===== config.mk =====
export PLATFORM = sky130hd
export DESIGN_NAME = mxv_stream_engine
export DESIGN_NICKNAME = d
export VERILOG_FILES = /design/src/rtl/mxv_stream_engine.sv
export SDC_FILE = /design/constraint.sdc
export NUM_CORES = 1
export LEC_CHECK = 0
export BUFFER_PORTS_ARGS = -buffer_cell sky130_fd_sc_hd__buf_2
export CORE_MARGIN = 2
export CORE_UTILIZATION = 40
export CTS_BUF_LIST = sky130_fd_sc_hd__clkbuf_8
export CTS_CLUSTER_SIZE = 24
export DETAILED_ROUTE_END_ITERATION = 8
export PLACE_DENSITY_LB_ADDON = 0.25
export SLEW_MARGIN = 20
export SYNTH_ARGS = -nofsm -noshare
export SYNTH_HDL_FRONTEND = slang
export SYNTH_SLANG_ARGS = --single-unit

===== constraint.sdc =====
create_clock -name clk -period 15.7 [get_ports clk]
set_input_delay 0.785 -clock clk [delete_from_list [all_inputs] [get_ports clk]]
set_output_delay 0.785 -clock clk [all_outputs]
set_load 0.03 [all_outputs]

===== src/rtl/mxv_stream_engine.sv =====
// mxv_stream_engine: framed byte-stream matrix x vector engine, one MAC.
// Build option MXV_SIGNED_EN: two's-complement elements and results.
module mxv_stream_engine #(
   parameter int DW         = 8,
   parameter int MAX_N      = 8,
   parameter int OUT_CHUNKS = 3
) (
   input  logic          clk,
   input  logic          rst,
   input  logic [DW-1:0] rx_data,
   input  logic          rx_valid,
   output logic [DW-1:0] tx_data,
   output logic          tx_valid,
   input  logic          tx_ready,
   output logic [2:0]    cmd_out,
   output logic          err,
   output logic          busy
);

   localparam int ACCW = DW * OUT_CHUNKS;
   localparam int NW   = $clog2(MAX_N + 1);
   localparam int IW   = (MAX_N > 1) ? $clog2(MAX_N) : 1;
   localparam int CW   = (OUT_CHUNKS > 1) ? $clog2(OUT_CHUNKS) : 1;

   localparam logic [DW-1:0] HDR = DW'(8'hFE);
   localparam logic [DW-1:0] TLR = DW'(8'hEF);

   typedef enum logic [2:0] {
      IDLE,
      GET_CMD,
      GET_LEN,
      PAYLOAD,
      TAIL,
      TX_HDR,
      TX_DATA,
      TX_TAIL
   } state_t;

   state_t state;
   state_t state_nxt;
   logic   err_nxt;

   logic [2:0]      cmd;
   logic [DW-1:0]   cnt;
   logic [DW-1:0]   n_cand;
   logic [DW-1:0]   len_req;
   logic [NW-1:0]   n;
   logic [NW-1:0]   n_res;
   logic [2*NW-1:0] nn;
   logic [IW-1:0]   row;
   logic [IW-1:0]   col;
   logic [IW-1:0]   n_last;
   logic [IW-1:0]   res_last;
   logic [IW-1:0]   tx_row;
   logic [CW-1:0]   tx_chk;
   logic            result_valid;

   logic [DW-1:0]   v   [MAX_N];
   logic [ACCW-1:0] res [MAX_N];

   logic [DW-1:0]   v_sel;
   logic [ACCW-1:0] a_ext;
   logic [ACCW-1:0] b_ext;
   logic [ACCW-1:0] prod;
   logic [ACCW-1:0] cur;
   logic [DW-1:0]   chunk;

   logic cmd_ok;
   logic tail_ok;
   logic n_ok;
   logic good_tail;
   logic len_ok;
   logic tx_fire;
   logic tx_end;

   assign nn       = {{NW{1'b0}}, n} * {{NW{1'b0}}, n};
   assign n_last   = IW'(n - NW'(1));
   assign res_last = IW'(n_res - NW'(1));
   assign v_sel    = v[col];

`ifdef MXV_SIGNED_EN
   assign a_ext = {{(ACCW-DW){rx_data[DW-1]}}, rx_data};
   assign b_ext = {{(ACCW-DW){v_sel[DW-1]}}, v_sel};
`else
   assign a_ext = {{(ACCW-DW){1'b0}}, rx_data};
   assign b_ext = {{(ACCW-DW){1'b0}}, v_sel};
`endif

   // Single multiplier; product wraps to the accumulator width.
   assign prod = a_ext * b_ext;

   assign cmd_ok  = (rx_data >= DW'(1)) && (rx_data <= DW'(4));
   assign n_ok    = (n_cand >= DW'(1)) && (n_cand <= DW'(MAX_N));
   assign tail_ok = (rx_data == TLR);
   assign len_ok  = (rx_data == len_req);
   assign tx_fire = tx_valid && tx_ready;
   assign tx_end  = (tx_row == res_last)
                 && (tx_chk == CW'(OUT_CHUNKS - 1));
   assign busy    = (state != IDLE);

   // Required LEN and tail acceptance for the command in flight.
   always_comb begin
      len_req   = '0;
      good_tail = tail_ok;
      unique case (1'b1)
         (cmd == 3'd1): begin
            len_req   = DW'(1);
            good_tail = tail_ok && n_ok;
         end
         (cmd == 3'd2): begin
            len_req   = '0;
            good_tail = tail_ok && result_valid;
         end
         (cmd == 3'd3): len_req = DW'(n);
         (cmd == 3'd4): len_req = DW'(nn);
         default: ;
      endcase
   end

   // State register.
   always_ff @(posedge clk) begin
      if (!rst) state <= IDLE;
      else      state <= state_nxt;
   end

   // Next state and error strobe.
   always_comb begin
      state_nxt = state;
      err_nxt   = 1'b0;
      unique case (state)
         IDLE: begin
            if (rx_valid && rx_data == HDR)
               state_nxt = GET_CMD;
         end
         GET_CMD: begin
            if (rx_valid) begin
               if (cmd_ok) begin
                  state_nxt = GET_LEN;
               end else begin
                  state_nxt = IDLE;
                  err_nxt   = 1'b1;
               end
            end
         end
         GET_LEN: begin
            if (rx_valid) begin
               if (!len_ok) begin
                  state_nxt = IDLE;
                  err_nxt   = 1'b1;
               end else if (rx_data == '0) begin
                  state_nxt = TAIL;
               end else begin
                  state_nxt = PAYLOAD;
               end
            end
         end
         PAYLOAD: begin
            if (rx_valid && cnt == DW'(1))
               state_nxt = TAIL;
         end
         TAIL: begin
            if (rx_valid) begin
               if (!good_tail) begin
                  state_nxt = IDLE;
                  err_nxt   = 1'b1;
               end else if (cmd == 3'd2 || cmd == 3'd4) begin
                  state_nxt = TX_HDR;
               end else begin
                  state_nxt = IDLE;
               end
            end
         end
         TX_HDR: begin
            err_nxt = rx_valid;
            if (tx_fire)
               state_nxt = TX_DATA;
         end
         TX_DATA: begin
            err_nxt = rx_valid;
            if (tx_fire && tx_end)
               state_nxt = TX_TAIL;
         end
         TX_TAIL: begin
            err_nxt = rx_valid;
            if (tx_fire)
               state_nxt = IDLE;
         end
         default: state_nxt = IDLE;
      endcase
   end

   // Frame bookkeeping, committed configuration and Tx cursor.
   always_ff @(posedge clk) begin
      if (!rst) begin
         err          <= 1'b0;
         cmd          <= '0;
         cmd_out      <= '0;
         cnt          <= '0;
         n_cand       <= '0;
         n            <= NW'(1);
         n_res        <= NW'(1);
         row          <= '0;
         col          <= '0;
         tx_row       <= '0;
         tx_chk       <= '0;
         result_valid <= 1'b0;
      end else begin
         err <= err_nxt;
         unique case (state)
            GET_CMD: begin
               if (rx_valid)
                  cmd <= rx_data[2:0];
            end
            GET_LEN: begin
               if (rx_valid) begin
                  cnt <= rx_data;
                  row <= '0;
                  col <= '0;
                  if (cmd == 3'd4 && len_ok)
                     result_valid <= 1'b0;
               end
            end
            PAYLOAD: begin
               if (rx_valid) begin
                  cnt <= cnt - DW'(1);
                  if (cmd == 3'd1)
                     n_cand <= rx_data;
                  if (col == n_last) begin
                     col <= '0;
                     row <= row + IW'(1);
                  end else begin
                     col <= col + IW'(1);
                  end
               end
            end
            TAIL: begin
               if (rx_valid && good_tail) begin
                  cmd_out <= cmd;
                  tx_row  <= '0;
                  tx_chk  <= '0;
                  if (cmd == 3'd1)
                     n <= NW'(n_cand);
                  if (cmd == 3'd4) begin
                     result_valid <= 1'b1;
                     n_res        <= n;
                  end
               end
            end
            TX_DATA: begin
               if (tx_fire) begin
                  if (tx_chk == CW'(OUT_CHUNKS - 1)) begin
                     tx_chk <= '0;
                     tx_row <= tx_row + IW'(1);
                  end else begin
                     tx_chk <= tx_chk + CW'(1);
                  end
               end
            end
            default: ;
         endcase
      end
   end

   // Vector and result storage written from the payload stream.
   always_ff @(posedge clk) begin
      if (rst && state == PAYLOAD && rx_valid) begin
         if (cmd == 3'd3)
            v[col] <= rx_data;
         if (cmd == 3'd4) begin
            if (col == '0) res[row] <= prod;
            else           res[row] <= res[row] + prod;
         end
      end
   end

   // Chunk select, most significant chunk first.
   always_comb begin
      cur   = res[tx_row];
      chunk = '0;
      for (int k = 0; k < OUT_CHUNKS; k++) begin
         if (tx_chk == CW'(k))
            chunk = cur[ACCW-1-k*DW -: DW];
      end
   end

   // Outgoing byte for the current Tx state.
   always_comb begin
      tx_data  = '0;
      tx_valid = 1'b0;
      unique case (state)
         TX_HDR: begin
            tx_data  = HDR;
            tx_valid = 1'b1;
         end
         TX_DATA: begin
            tx_data  = chunk;
            tx_valid = 1'b1;
         end
         TX_TAIL: begin
            tx_data  = TLR;
            tx_valid = 1'b1;
         end
         default: ;
      endcase
   end

endmodule


## After elaboration in Yosys (flattened, before gate mapping)

Memories as Yosys holds them, arrays and structs flattened. A register that Yosys moved wholly into a read port is not among the register bits.
Index checks and enable logic that the tools add are counted.

| word-level totals | value |
|---|---|
| bits in registers | 45 |
| RAM bits | 256 |
| input port bits | 12 |
| output and inout bits | 14 |
| memories | 2 |

| cells by class | value |
|---|---|
| $add $sub $neg | 8 |
| $mul | 2 |
| magnitude comparators | 4 |
| equality and inequality tests | 34 |
| multiplexer cells | 69 |
| bitwise logic cells | 1 |
| reductions and logical operators | 34 |

Memories:

| memory | words | width | rd ports | clocked after Yosys merged registers in | wr ports | line | source |
|---|---|---|---|---|---|---|---|
| res | 8 | 24 | 2 | 2 | 1 | 59 | `logic [ACCW-1:0] res [MAX_N];` |
| v | 8 | 8 | 1 | 1 | 1 | 58 | `logic [DW-1:0] v [MAX_N];` |

Operators with widths:

| operator | count |
|---|---|
| $mux 3 | 26 |
| $pmux 8 s3 | 2 |
| $mux 8 | 5 |
| $ne 2x2->1 const B | 15 |
| $add 24x16->24 | 1 |
| $mux 24 | 1 |
| $pmux 3 s8 | 1 |
| $mux 1 | 22 |
| $pmux 3 s2 | 3 |
| $eq 8x8->1 const B | 2 |
| $ge 8x1->1 const B | 2 |
| $mul 8x8->16 | 1 |
| $pmux 8 s2 | 1 |
| $eq 3x3->1 const B | 5 |
| $reduce_and 3->1 | 5 |
| $logic_and 1x1->1 | 13 |
| $eq 3x2->1 const B | 4 |
| $add 3x1->3 const B | 3 |
| $eq 8x1->1 const B | 1 |
| $eq 8x8->1 | 1 |
| $le 8x3->1 const B | 1 |
| $le 8x4->1 const B | 1 |
| $logic_not 8->1 | 1 |
| $mul 4x4->8 | 1 |
| other kinds (22) | 34 |

## Depth between registers and ports, before layout

Gate-level depths: netlist of run 1.

| depth | value |
|---|---|
| depth in word-level cells | 9 |
| gate-level depth with buffers | 28 |
| gate-level depth less buffers | 26 |

## Worst setup path before layout of run 1

OpenSTA, ideal clock, no wires.

| timing | value |
|---|---|
| path kind | register to register |
| start point | register (tool-made name) |
| end point | memory res[0][21] (netlist name), data pin |
| library setup time | 205 ps |
| arrival | 7,436 ps |
| required time | 15,495 ps |
| setup slack | 8,059 ps |
| cell stages (with the launch flop) | 28 |
| path buffers | 2 |
| clock period less this slack | 7,641 ps |
| cells stage by stage | dfxtp_1 > clkbuf_1 > buf_1 > mux4_2 > mux2i_1 > nor2b_1 > fa_1 > inv_1 > fa_1 > inv_1 > fa_1 > inv_1 > fa_1 > inv_1 > ha_1 > o21ai_0 > o21ai_1 > a21oi_1 > xnor2_1 > ha_1 > and3_1 > nand3_1 > a211oi_1 > o21ai_1 > a211o_1 > a211o_1 > xnor2_1 > nor2_1 |

RTL lines:

| item | line |
|---|---|
| to (decl) | 59 |

==> flow_summary.rst, run 1 <==
.. list-table::
   :header-rows: 1

   * - Metric
     - Value
   * - Least setup slack across all paths after layout
     - 7.61 ns
   * - Data arrival, critical path
     - 8.43 ns
   * - Maximum number of pins on one net before global-route repair
     - 49
   * - Most used standard cells in the synthesized netlist
     - sky130_fd_sc_hd__edfxtp_1 (256), sky130_fd_sc_hd__mux4_2 (113), sky130_fd_sc_hd__nand2_1 (90), sky130_fd_sc_hd__nor2b_1 (84), sky130_fd_sc_hd__inv_1 (74)
   * - Gp weighted congestion
     - roughly 0.84
   * - Reported max-cap violation count
     - 0
   * - Clock tree from TritonCTS
     - built
   * - Critical-path cell list
     - mux4_2 > mux2i_1 > nand2b_1 > fa_1 > fa_1 > inv_1 > fa_1 > inv_1 > fa_1 > inv_1 > ha_1 > nand3_1 > o2111ai_1 > xor2_1 > ha_1 > and3_1 > nand3_1 > a211oi_1 > o21ai_1 > a211o_1 > a211o_1 > xnor2_1 > nor2_1
   * - Multiplexer fraction of the synthesized cell area
     - between 10% and 20%
   * - Setup bufs post-CTS
     - 0
   * - Most common cell on crit path
     - sky130_fd_sc_hd__fa_1
   * - Count of final hold-check violations
     - 0
   * - Worst min-delay path category
     - flip-flop to flip-flop
   * - Setup Total Neg Slack
     - 0 ns
   * - Share of synthesized flip-flops with an asynchronous set or reset
     - 0%
   * - H-tree levels
     - 2
   * - Number of antenna violations at the first check in global routing
     - 0
   * - Leading area contributor after synthesis
     - sky130_fd_sc_hd__edfxtp_1
   * - Routed wirelength normalized by instance count
     - around 21 um
   * - Worst-Margin Slew
     - between 1 and 1.5 ns
   * - Worst-case headroom to the max-slew limit
     - 25.3%
   * - Portion of the clock cycle consumed by the worst path in the final layout
     - approximately 50%
   * - Share of post-route cells with drive strength above 1
     - roughly a fifth
   * - Tightest hold margin
     - between 0.4 and 0.5 ns
   * - CP max-delay cell
     - sky130_fd_sc_hd__dfxtp_2
   * - Per-instance average area after synthesis
     - 13.3 um2
   * - Basic-gate share of the synthesized area counting and, or, nand and nor cells
     - approximately a tenth
   * - Setup-failing EPs final
     - 0
   * - First-pass GRT wire length
     - ~66 mm
   * - Post-Place Worst Slack
     - 7.28 ns
   * - CP Capture Type
     - flip-flop
   * - Avg Vias per Cell
     - roughly 5.5
   * - Via Count
     - 11000
   * - Result of the run
     - finished clean
   * - Final critical path time including I/O delays and setup
     - about 8.1 ns
   * - Clock Path Buffers
     - 3
   * - Ratio of total power to cell area
     - ~100 mW/mm2
   * - Number of synthesized flops with an enable pin
     - between 200 and 300
   * - Worst VDD drop
     - between 0.06 and 0.07 mV
   * - Gr ovfl total
     - 0
   * - Synthesized-area fraction occupied by adder cells
     - between 8 and 9%
   * - Count of nets after finishing
     - approximately 1500
   * - Leading register cell type out of synthesis
     - sky130_fd_sc_hd__edfxtp_1
   * - Sinks on the clock net
     - 310
   * - Global router's overall resource usage
     - 18.4%
   * - Crit Path Class
     - flip-flop to flip-flop
   * - Number of antenna diodes
     - 0
   * - Remaining antenna violation count
     - 0
   * - Setup repair after global routing missed its margin
     - no
   * - Iteration count of the initial detailed-routing pass
     - 4
   * - I/O Buffers
     - 25
   * - Row Count
     - just under 80
   * - Count of routing violations after the opening detailed-route iteration
     - around 760
   * - Cells after synthesis
     - around 1300
   * - Seq/Total Area, Yosys
     - between 40% and 50%
   * - Initial standard-cell utilization of the core
     - 40.4%
   * - Clock latency at the later pin of the worst-skew pair
     - ~0.60 ns
   * - Number of nets in the synthesized netlist
     - between 1000 and 1500
   * - Largest driver fanout on the critical path
     - 16
   * - Slowest Stage Delay on Critical Path
     - roughly 0.7 ns
   * - Via count of the first global-routing pass
     - between 10000 and 15000
   * - Layout area overhead
     - 10.0%
   * - CP delay by family, top
     - adder cells
   * - Fraction of synthesized cell area taken by the top area cell type
     - a little over two fifths
   * - Clock root buffer
     - sky130_fd_sc_hd__clkbuf_8
   * - Worst path bufs/invs
     - 3
   * - Chip Height
     - 215 um
   * - Final setup skew
     - roughly 0.017 ns
   * - Combinational family with the most area after synthesis
     - multiplexers
   * - Resize count post-CTS
     - 0
   * - Top achievable clock speed
     - roughly 120 MHz
   * - Required time at the endpoint of the critical path
     - around 16 ns
   * - Die area
     - ~0.046 mm2
   * - DRC violations left
     - 0
   * - Distinct cell type count of the synthesized netlist
     - between 70 and 80
   * - Number of flip-flops and latches in the synthesized netlist
     - a little over 300
   * - Synth area leaders
     - sky130_fd_sc_hd__edfxtp_1 (43%), sky130_fd_sc_hd__mux4_2 (14%), sky130_fd_sc_hd__dfxtp_1 (6.1%)
   * - Clock slew at reported path FFs
     - around 0.06 ns
   * - XOR/XNOR share of the synthesized area
     - under 10%
   * - Synthesized-area fraction occupied by ao, oa, aoi and oai cells
     - under 10%
   * - Die extent in x
     - between 200 and 250 um
   * - Leakage dissipation
     - approximately 0.0067 uW
   * - HPWL reported at the end of detailed placement
     - roughly 27 mm
   * - Yosys warns
     - 0
   * - CTS buffer count
     - 51
   * - Hold buffer count at CTS
     - 0
   * - Aggregate routed wire length
     - around 42 mm
   * - Boundary pin count
     - 26
   * - Area of the core region
     - 0.0440 mm2
   * - Kind of start point of the critical path
     - flip-flop
   * - Most used standard cell by instance count after synthesis
     - sky130_fd_sc_hd__edfxtp_1
   * - Summed instance area of the synthesized netlist
     - 0.0178 mm2
   * - Max-slew violation count
     - 0
state kept, by name, summed over array words and instances, names as in the netlist, named ones only:
signal	flops
res	192
v	64
cnt	8
n_cand	8
n	4
cmd	3
cmd_out	3
col	3
n_res	3
row	3
state	3
tx_row	3
tx_chk	2
err	1
result_valid	1
final timing paths:
check                                  from                   endpoint  slack, ns  cells past startpoint
setup / recovery                  flip-flop       res[4][21]$_DFFE_PP_       7.61                     23
hold / removal    result_valid$_SDFFE_PN0P_  result_valid$_SDFFE_PN0P_       0.46                      2
setup reg to reg                  flip-flop       res[4][21]$_DFFE_PP_       7.61                     23
hold reg to reg   result_valid$_SDFFE_PN0P_  result_valid$_SDFFE_PN0P_       0.46                      2
layout make-up:
class | instances | area [um2]
Sequential cell | 310 | 8780
Timing Repair Buffer | 43 | 260
Clock buffer | 52 | 716
Inverter | 77 | 289
Multi-Input combinational cell | 884 | 8520
Fill cell | 3988 | 24400
Tap cell | 592 | 741
Clock inverter | 42 | 287
worst min-delay path, delay by kind of cell, from the launching register on:
family	cells	cell delay, ns
DFF	1	0.30
muxes	1	0.05
and+or+nand+nor	1	0.05
metal layers:
layer / track usage (%) / up-vias / share of wire (%)
li1: - / 5082 / -
met1: 25.9 / 5582 / 47
met2: 30.1 / 248 / 47
met3: 2.68 / 68 / 4.1
met4: 4.81 / 0 / 2.1
met5: 0 / - / 0
cell usage in the layout, fill, tap and decap left out, types with 42 or more instances in the layout:
master                     synthesis  final
sky130_fd_sc_hd__inv_1            74     94
sky130_fd_sc_hd__nand2_1          90     90
sky130_fd_sc_hd__nor2b_1          84     84
sky130_fd_sc_hd__mux4_2          113    113
sky130_fd_sc_hd__ha_1             65     65
sky130_fd_sc_hd__xnor2_1          42     42
sky130_fd_sc_hd__mux2i_1          53     53
sky130_fd_sc_hd__edfxtp_1        256    256
sky130_fd_sc_hd__clkbuf_8          0     52
sky130_fd_sc_hd__dfxtp_1          54     48
sky130_fd_sc_hd__a21oi_1          43     43
sky130_fd_sc_hd__nor2_1           60     54
logic make-up after synthesis:
family	Yosys count
muxes	191
AOI/OAI and AO/OA	170
and+or+nand+nor	357
buffers and inverters	141
xor gates and xnor gates	62
adders and majority gates	104
DFF	310
report_power, final:
| group | total [uW] | internal [uW] | leakage [uW] | switching, uW |
|---|---|---|---|---|
| Clock | 705 | 376 | 0.000582 | 329 |
| Combinational | 363 | 131 | 0.00347 | 232 |
| Sequential | 932 | 932 | 0.00261 | 0.0426 |
per-stage QoR:
step	util [%]	cells	area (um2)	total power, uW
floorplan	-	1335	17800	1220
global placement	42.2	1906	18600	1300
detailed placement	42.2	1906	18600	1300
CTS	44.5	2000	19600	2020
global route	44.5	2000	19600	2100
finish	44.5	2000	19600	2000
No activity file was read; power rests on OpenSTA's default activity.
==> run 2, diff against run 1 <==
--- a/config.mk
+++ b/config.mk
@@ -5,6 +5,7 @@
 export SDC_FILE = /design/constraint.sdc
 export NUM_CORES = 1
 export LEC_CHECK = 0
+export ABC_AREA = 1
 export BUFFER_PORTS_ARGS = -buffer_cell sky130_fd_sc_hd__buf_2
 export CORE_MARGIN = 2
 export CORE_UTILIZATION = 40
==> constraint.sdc (replaced) <==
create_clock -name clk -period 6.9 [get_ports clk]
set_input_delay 0.345 -clock clk [delete_from_list [all_inputs] [get_ports clk]]
set_output_delay 0.345 -clock clk [all_outputs]
set_load 0.03 [all_outputs]
==> run 2 against run 1 <==
Clock skew is 0.015 ns higher. Worst setup slack got worse by 7.1 ns. Sequential share of layout area fell by 1.8 points. Via count rose by 43%. Clock power grew 140%. Power grew 130%. Cell count up 40%. Critical path depth grew 11. Sequential power grew 130%. Critical path type unchanged. Largest power group unchanged. Highest routed layer unchanged.
==> flow_summary.rst, run 2 <==
.. list-table::
   :header-rows: 1

   * - Metric
     - Value
   * - Post-route met1 wirelength
     - between 20 and 25 mm
   * - Commonest cells after routing, fill and taps aside
     - sky130_fd_sc_hd__nand2_1 (412), sky130_fd_sc_hd__edfxtp_1 (256), sky130_fd_sc_hd__inv_1 (218)
   * - Gr ovfl total
     - 0
   * - Initial standard-cell utilization of the core
     - between 40% and 50%
   * - Final cell count without fillers
     - approximately 2800
   * - Chip Height
     - approximately 220 um
   * - Crit Path Class
     - flip-flop to flip-flop
   * - Seq/Total Area, Yosys
     - a little under half
   * - Highest Signal Layer
     - met4
   * - Max-slew violation count
     - 0
   * - Largest driver fanout on the critical path
     - 28
   * - Number of synthesized flops with an enable pin
     - roughly 260
   * - Setup-failing EPs final
     - 0
   * - Fraction of synthesized cell area taken by the top area cell type
     - a little over two fifths
   * - Die extent in x
     - 218 um
   * - Number of nets in the synthesized netlist
     - ~2200
   * - Clock slew at reported path FFs
     - 0.06 ns
   * - Worst-Margin Slew
     - 1.17 ns
   * - Yosys warns
     - 0
   * - Worst VDD drop
     - between 0.1 and 0.15 mV
   * - Worst min-delay path category
     - input port to flip-flop
   * - Via Count
     - between 15000 and 20000
   * - Count of nets after finishing
     - around 2300
   * - Final critical path time including I/O delays and setup
     - ~6.4 ns
   * - Clock root buffer
     - sky130_fd_sc_hd__clkbuf_8
   * - Number of antenna violations at the first check in global routing
     - 1
   * - Reported max-cap violation count
     - 0
   * - Data arrival, critical path
     - 6.86 ns
   * - Synth area leaders
     - sky130_fd_sc_hd__edfxtp_1 (42%), sky130_fd_sc_hd__nand2_1 (8.4%), sky130_fd_sc_hd__dfxtp_1 (5.9%)
   * - Aggregate routed wire length
     - 54.6 mm
   * - First-pass GRT wire length
     - 84.5 mm
   * - Sinks on the clock net
     - a little over 300
   * - Share of synthesized flip-flops with an asynchronous set or reset
     - 0%
   * - Leading area contributor after synthesis
     - sky130_fd_sc_hd__edfxtp_1
   * - Met3 Wirelength
     - roughly 4.5 mm
   * - Remaining antenna violation count
     - 0
   * - Slowest Stage Delay on Critical Path
     - approximately 0.54 ns
   * - Most common cell on crit path
     - sky130_fd_sc_hd__nand2_1
   * - Flip-flop count of the largest register after layout
     - ~190
   * - Post-layout total power
     - 4660 uW
   * - CP Capture Type
     - flip-flop
   * - CTS buffer count
     - 56
   * - Via count of the first global-routing pass
     - approximately 15000
   * - I/O Buffers
     - 25
   * - Portion of the clock cycle consumed by the worst path in the final layout
     - between 90% and 100%
   * - Registers with the highest flip-flop counts
     - res (192), v (64)
   * - Gp weighted congestion
     - 0.912
   * - Clock latency at the later pin of the worst-skew pair
     - roughly 0.66 ns
   * - Die area
     - ~0.048 mm2
   * - Maximum number of pins on one net before global-route repair
     - 89
   * - Number of flip-flops and latches in the synthesized netlist
     - 310
   * - Summed instance area of the synthesized netlist
     - around 0.018 mm2
   * - Most used standard cells in the synthesized netlist
     - sky130_fd_sc_hd__nand2_1 (412), sky130_fd_sc_hd__edfxtp_1 (256), sky130_fd_sc_hd__nor2_1 (215), sky130_fd_sc_hd__inv_1 (212), sky130_fd_sc_hd__o21ai_0 (192)
   * - HPWL reported at the end of detailed placement
     - 35.2 mm
   * - Met2 routed WL
     - roughly 25 mm
   * - Ratio of total power to cell area
     - around 230 mW/mm2
   * - Least setup slack across all paths after layout
     - between 0.4 and 0.5 ns
   * - Row Count
     - between 70 and 80
   * - Share of post-route cells with drive strength above 1
     - between 10% and 20%
   * - CP max-delay cell
     - sky130_fd_sc_hd__fa_1
   * - Boundary pin count
     - 26
   * - Area of the core region
     - 0.0453 mm2
   * - Worst-case headroom to the max-slew limit
     - between 20% and 30%
   * - Kind of start point of the critical path
     - flip-flop
   * - Count of routing violations after the opening detailed-route iteration
     - between 1500 and 2000
   * - Layout area overhead
     - 11.3%
   * - Cells after synthesis
     - about 2100
   * - H-tree levels
     - 2
   * - Distinct cell type count of the synthesized netlist
     - 52
   * - Result of the run
     - finished clean
   * - Avg Vias per Cell
     - 5.61
   * - Iteration count of the initial detailed-routing pass
     - 6
   * - Routed wirelength normalized by instance count
     - about 20 um
   * - Count of final hold-check violations
     - 0
   * - Global router's overall resource usage
     - between 20% and 30%
   * - Top achievable clock speed
     - about 160 MHz
   * - Most used standard cell by instance count after synthesis
     - sky130_fd_sc_hd__nand2_1
   * - Number of antenna diodes
     - 0
   * - Leakage dissipation
     - approximately 0.0082 uW
   * - Number of placed cells counting well taps
     - roughly 2700
   * - Per-instance average area after synthesis
     - about 8.7 um2
   * - Post-Place Worst Slack
     - 0.127 ns
   * - DRC violations left
     - 0
   * - Leading register cell type out of synthesis
     - sky130_fd_sc_hd__edfxtp_1
   * - Biggest register
     - res
   * - Clock tree from TritonCTS
     - built
   * - Clock Path Buffers
     - 3
   * - Final setup skew
     - around 0.032 ns
   * - Required time at the endpoint of the critical path
     - about 7.3 ns
   * - Most frequent standard cell in the layout excluding fill and tap cells
     - sky130_fd_sc_hd__nand2_1
[run 2: cell count changes after synthesis, moves of 30 or more]
| cell | previous run | this run |
|---|---|---|
| sky130_fd_sc_hd__a21oi_1 | 43 | 159 |
| sky130_fd_sc_hd__inv_1 | 74 | 212 |
| sky130_fd_sc_hd__mux2i_1 | 53 | 2 |
| sky130_fd_sc_hd__mux4_2 | 113 | 0 |
| sky130_fd_sc_hd__nand2_1 | 90 | 412 |
| sky130_fd_sc_hd__nand3_1 | 29 | 138 |
| sky130_fd_sc_hd__nor2_1 | 60 | 215 |
| sky130_fd_sc_hd__nor2b_1 | 84 | 0 |
| sky130_fd_sc_hd__o21ai_0 | 39 | 192 |
| sky130_fd_sc_hd__xnor2_1 | 42 | 12 |
[run 2: through the flow]
stage | TNS (ns) | instance area (um2) | utilization (%) | hold WS (ns)
CTS | 0 | 20300 | 44.8 | 0.0250
finish | 0 | 20400 | 45.1 | 0.0561
global placement | 0 | 19200 | 42.4 | 0.457
floorplan | 0 | 18300 | - | 0.439
detailed placement | 0 | 19200 | 42.5 | 0.459
global route | -0.0490 | 20400 | 45.1 | 0.0333
[run 2: power breakdown]
part           switching (uW)  total [uW]  internal [uW]  leakage [uW]
combinational             585         872            287       0.00483
sequential               2.59        2120           2120       0.00278
clock                     812        1670            858      0.000581
[run 2: what timing repair did]
action / in CTS / in global routing
endpoints found under the setup margin: 0 / 103
buffers inserted: 0 / 1
hold buffers: 0 / 0
resized for setup: 0 / 30
[run 2: area by class of cell]
cell class	instances	area, um2
clock inverters	42	236
inverters	236	892
well taps	600	751
clock buffers	61	840
multi-input cells	1471	8380
flip-flops and latches	310	8780
fillers	4358	24900
repair inverters	1	7.51
repair buffers	76	537
[run 2: per-layer routing]
metal  GRT usage [%]  vias to the layer above
met4            8.16                        0
met2            37.0                      689
met5               0                        -
met3            4.45                      116
li1                -                     7343
met1            31.1                     7530
[run 2: critical path: cells and delay by family (launching register included)]
family | cells | cell delay, ns
xor+xnor | 1 | 0.12
simple gates | 16 | 1.61
compound gates | 4 | 0.63
fa+ha+maj | 6 | 2.77
flops | 1 | 0.39
buf+inv | 7 | 0.67
[run 2: path summary, 6_finish.rpt]
path	from	endpoint	slack [ns]	cells after the start
max reg2reg	flip-flop	res[6][16]$_DFFE_PP_	0.47	34
max	flip-flop	res[6][16]$_DFFE_PP_	0.47	34
min reg2reg	result_valid$_SDFFE_PN0P_	result_valid$_SDFFE_PN0P_	0.47	2
min	rx_valid	err$_SDFF_PN0_	0.06	3
[run 2: kinds of logic after synthesis]
family          Yosys count  share of synthesized area (%)
flops                   310                           47.8
fa+ha+maj               103                           8.58
compound gates          495                           15.6
buf+inv                 331                           7.34
mux                       2                          0.109
xor+xnor                 27                           1.29
simple gates            844                           19.3
==> run 3, diff against run 2 <==
--- a/config.mk
+++ b/config.mk
@@ -8,7 +8,7 @@
 export ABC_AREA = 1
 export BUFFER_PORTS_ARGS = -buffer_cell sky130_fd_sc_hd__buf_2
 export CORE_MARGIN = 2
-export CORE_UTILIZATION = 40
+export CORE_UTILIZATION = 41
 export CTS_BUF_LIST = sky130_fd_sc_hd__clkbuf_8
 export CTS_CLUSTER_SIZE = 24
 export DETAILED_ROUTE_END_ITERATION = 8
==> run 3 against run 2 <==
Wire length rose by 0.78%. Cell count barely moved. Non-clock buffer count rose by 13. Critical path depth fell by 4. Via count rose by 1.3%. Worst setup slack got worse by 0.032 ns. Core utilization rose by 1.3 points. Combinational power rose by 2.8%. Worst hold slack improved by 0.0041 ns. Clock skew rose by 0.0016 ns. Cell area rose by 0.45%. Die area fell by 2.4%. Largest power group unchanged. Highest routed layer unchanged.
==> flow_summary.rst, run 3 (synthesized netlist as in run 2, its figures left out) <==
.. list-table::
   :header-rows: 1

   * - Metric
     - Value
   * - Count of final hold-check violations
     - 0
   * - Worst-case headroom to the max-slew limit
     - about a quarter
   * - Kind of start point of the critical path
     - flip-flop
   * - Die extent in x
     - between 200 and 250 um
   * - CP Capture Type
     - flip-flop
   * - Layout area overhead
     - 11.8%
   * - Top achievable clock speed
     - approximately 150 MHz
   * - Worst path bufs/invs
     - 7
   * - Worst VDD drop
     - 0.142 mV
   * - Internal power consumption
     - 3400 uW
   * - Aggregate routed wire length
     - 55.0 mm
   * - Chip Height
     - 216 um
   * - Commonest cells after routing, fill and taps aside
     - sky130_fd_sc_hd__nand2_1 (411), sky130_fd_sc_hd__edfxtp_1 (256), sky130_fd_sc_hd__inv_1 (221)
   * - Via Count
     - ~16000
   * - I/O Buffers
     - 25
   * - Biggest register
     - res
   * - Row Count
     - between 70 and 80
   * - Fraction of power spent switching nets
     - between 20% and 30%
   * - Count of routing violations after the opening detailed-route iteration
     - roughly 1800
   * - Leakage dissipation
     - between 0.008 and 0.009 uW
   * - HPWL reported at the end of detailed placement
     - ~35 mm
   * - CP delay by family, top
     - adder cells
   * - Area of the core region
     - approximately 0.044 mm2
   * - Registers with the highest flip-flop counts
     - res (192), v (64)
   * - Avg Vias per Cell
     - 5.67
   * - Clock tree from TritonCTS
     - built
   * - Reported max-cap violation count
     - 0
   * - Worst-Margin Slew
     - 1.12 ns
   * - Remaining antenna violation count
     - 0
   * - Most common cell on crit path
     - sky130_fd_sc_hd__nand2_1
   * - Crit Path Class
     - flip-flop to flip-flop
   * - Final critical path time including I/O delays and setup
     - between 6 and 7 ns
   * - Footprint of the multi-input gates
     - 0.00834 mm2
   * - DRC violations left
     - 0
   * - Clock latency at the later pin of the worst-skew pair
     - 0.66 ns
   * - CP max-delay cell
     - sky130_fd_sc_hd__fa_1
   * - Ratio of total power to cell area
     - approximately 230 mW/mm2
   * - Sinks on the clock net
     - between 300 and 400
   * - Max-slew violation count
     - 0
   * - Count of nets after finishing
     - ~2300
   * - Routed wirelength normalized by instance count
     - between 15 and 20 um
   * - Setup Total Neg Slack
     - 0 ns
   * - Data arrival, critical path
     - ~6.7 ns
   * - First-pass GRT wire length
     - 85.4 mm
   * - Iteration count of the initial detailed-routing pass
     - 7
   * - Relative contribution of the clock network to total power
     - 37.2%
   * - Setup repair after global routing missed its margin
     - no
   * - Flip-flop count of the largest register after layout
     - around 190
   * - Setup-failing EPs final
     - 0
   * - Portion of the clock cycle consumed by the worst path in the final layout
     - between 90% and 100%
   * - Gr ovfl total
     - 0
   * - CTS buffer count
     - 55
   * - Result of the run
     - finished clean
   * - Maximum number of pins on one net before global-route repair
     - 86
   * - Post-Place Worst Slack
     - between 0.1 and 0.15 ns
   * - Number of antenna diodes
     - 0
   * - Boundary pin count
     - 26
   * - Clock slew at reported path FFs
     - about 0.07 ns
   * - Global router's overall resource usage
     - 23.6%
   * - Portion of total power attributed to combinational logic
     - a little under a fifth
   * - Die area
     - 0.0465 mm2
   * - Required time at the endpoint of the critical path
     - a little over 7 ns
   * - Fill cell count
     - 4226
   * - Number of antenna violations at the first check in global routing
     - 0
   * - Area used by sequential logic in the layout
     - ~0.009 mm2
   * - Clock root buffer
     - sky130_fd_sc_hd__clkbuf_8
   * - Most frequent standard cell in the layout excluding fill and tap cells
     - sky130_fd_sc_hd__nand2_1
   * - Via count of the first global-routing pass
     - between 15000 and 20000
   * - Least setup slack across all paths after layout
     - about 0.43 ns
   * - Worst min-delay path category
     - input port to flip-flop
   * - Initial standard-cell utilization of the core
     - about two fifths
   * - Largest driver fanout on the critical path
     - 8
   * - H-tree levels
     - 2
   * - Share of post-route cells with drive strength above 1
     - 11.5%
   * - Slowest Stage Delay on Critical Path
     - approximately 0.56 ns
   * - Sequential power share
     - between 40% and 50%
   * - Clock Path Buffers
     - 3
   * - Net switching power of the design
     - 1400 uW
   * - Gp weighted congestion
     - 0.918
   * - Final setup skew
     - roughly 0.034 ns
## run 3: cell count changes in the layout (fill, tap and decap cells not counted), sizes merged
cell,before,now
clkinv,36,27
buf,76,89
inv,237,243
bufinv,1,6
clkbuf,61,56
clkinvlp,5,4
## run 3: cell type report
type / count / area share (%)
multi-input combinational: 1471 / 40.7
inverter: 236 / 4.35
timing repair inverter: 1 / 0.0366
tap: 592 / 3.61
timing repair buffer: 89 / 3.05
sequential: 310 / 42.8
clock buffer: 56 / 3.76
clock inverter: 43 / 1.73
## run 3: final timing paths
check	startpoint	to	slack, ns	cells after the start
setup reg to reg	flip-flop	res[0][15]$_DFFE_PP_	0.43	30
hold / removal	rx_valid	err$_SDFF_PN0_	0.06	3
setup / recovery	flip-flop	res[0][15]$_DFFE_PP_	0.43	30
hold reg to reg	result_valid$_SDFFE_PN0P_	result_valid$_SDFFE_PN0P_	0.48	2
## run 3: repair_timing
item / in CTS / in global routing
endpoints found under the setup margin: 0 / 104
gates resized for setup: 0 / 28
buffers inserted: 0 / 11
hold buffers: 0 / 0
## run 3: through the flow
| step | area, um2 | hold WS [ns] | total power [uW] | utilization [%] | std cells |
|---|---|---|---|---|---|
| after floorplan | 18300 | 0.439 | 2760 | - | 2112 |
| after global placement | 19200 | 0.461 | 2990 | 43.4 | 2687 |
| after detailed placement | 19200 | 0.470 | 3000 | 43.5 | 2687 |
| after CTS | 20300 | 0.0297 | 4790 | 46.0 | 2786 |
| after global routing | 20500 | 0.0632 | 5040 | 46.4 | 2798 |
| final | 20500 | 0.0602 | 4810 | 46.4 | 2798 |
## run 3: worst reg2reg max path: cells and delay by family (launching register included)
kind	cells	cell delay, ns
flip-flops	1	0.39
AO/OA/AOI/OAI	5	0.94
buffers and inverters	7	0.78
XOR/XNOR	1	0.13
AND/OR/NAND/NOR	11	1.03
adder cells (fa/ha/maj)	6	2.85
## run 3: routing by layer
metal	up-vias	GRT usage [%]	part of all wire (%)
met5	-	0	0
met4	0	8.11	2.9
met3	136	3.44	7.9
met2	711	38.0	46
met1	7659	32.7	43
li1	7369	-	-
## run 3: power by group through the flow
| stage | combinational (uW) | sequential [uW] | clock [uW] |
|---|---|---|---|
| floorplan | 604 | 2160 | 0 |
| global placement | 832 | 2160 | 0 |
| detailed placement | 838 | 2160 | 0 |
| CTS | 843 | 2120 | 1820 |
| global route | 1020 | 2120 | 1910 |
| finish | 896 | 2120 | 1790 |
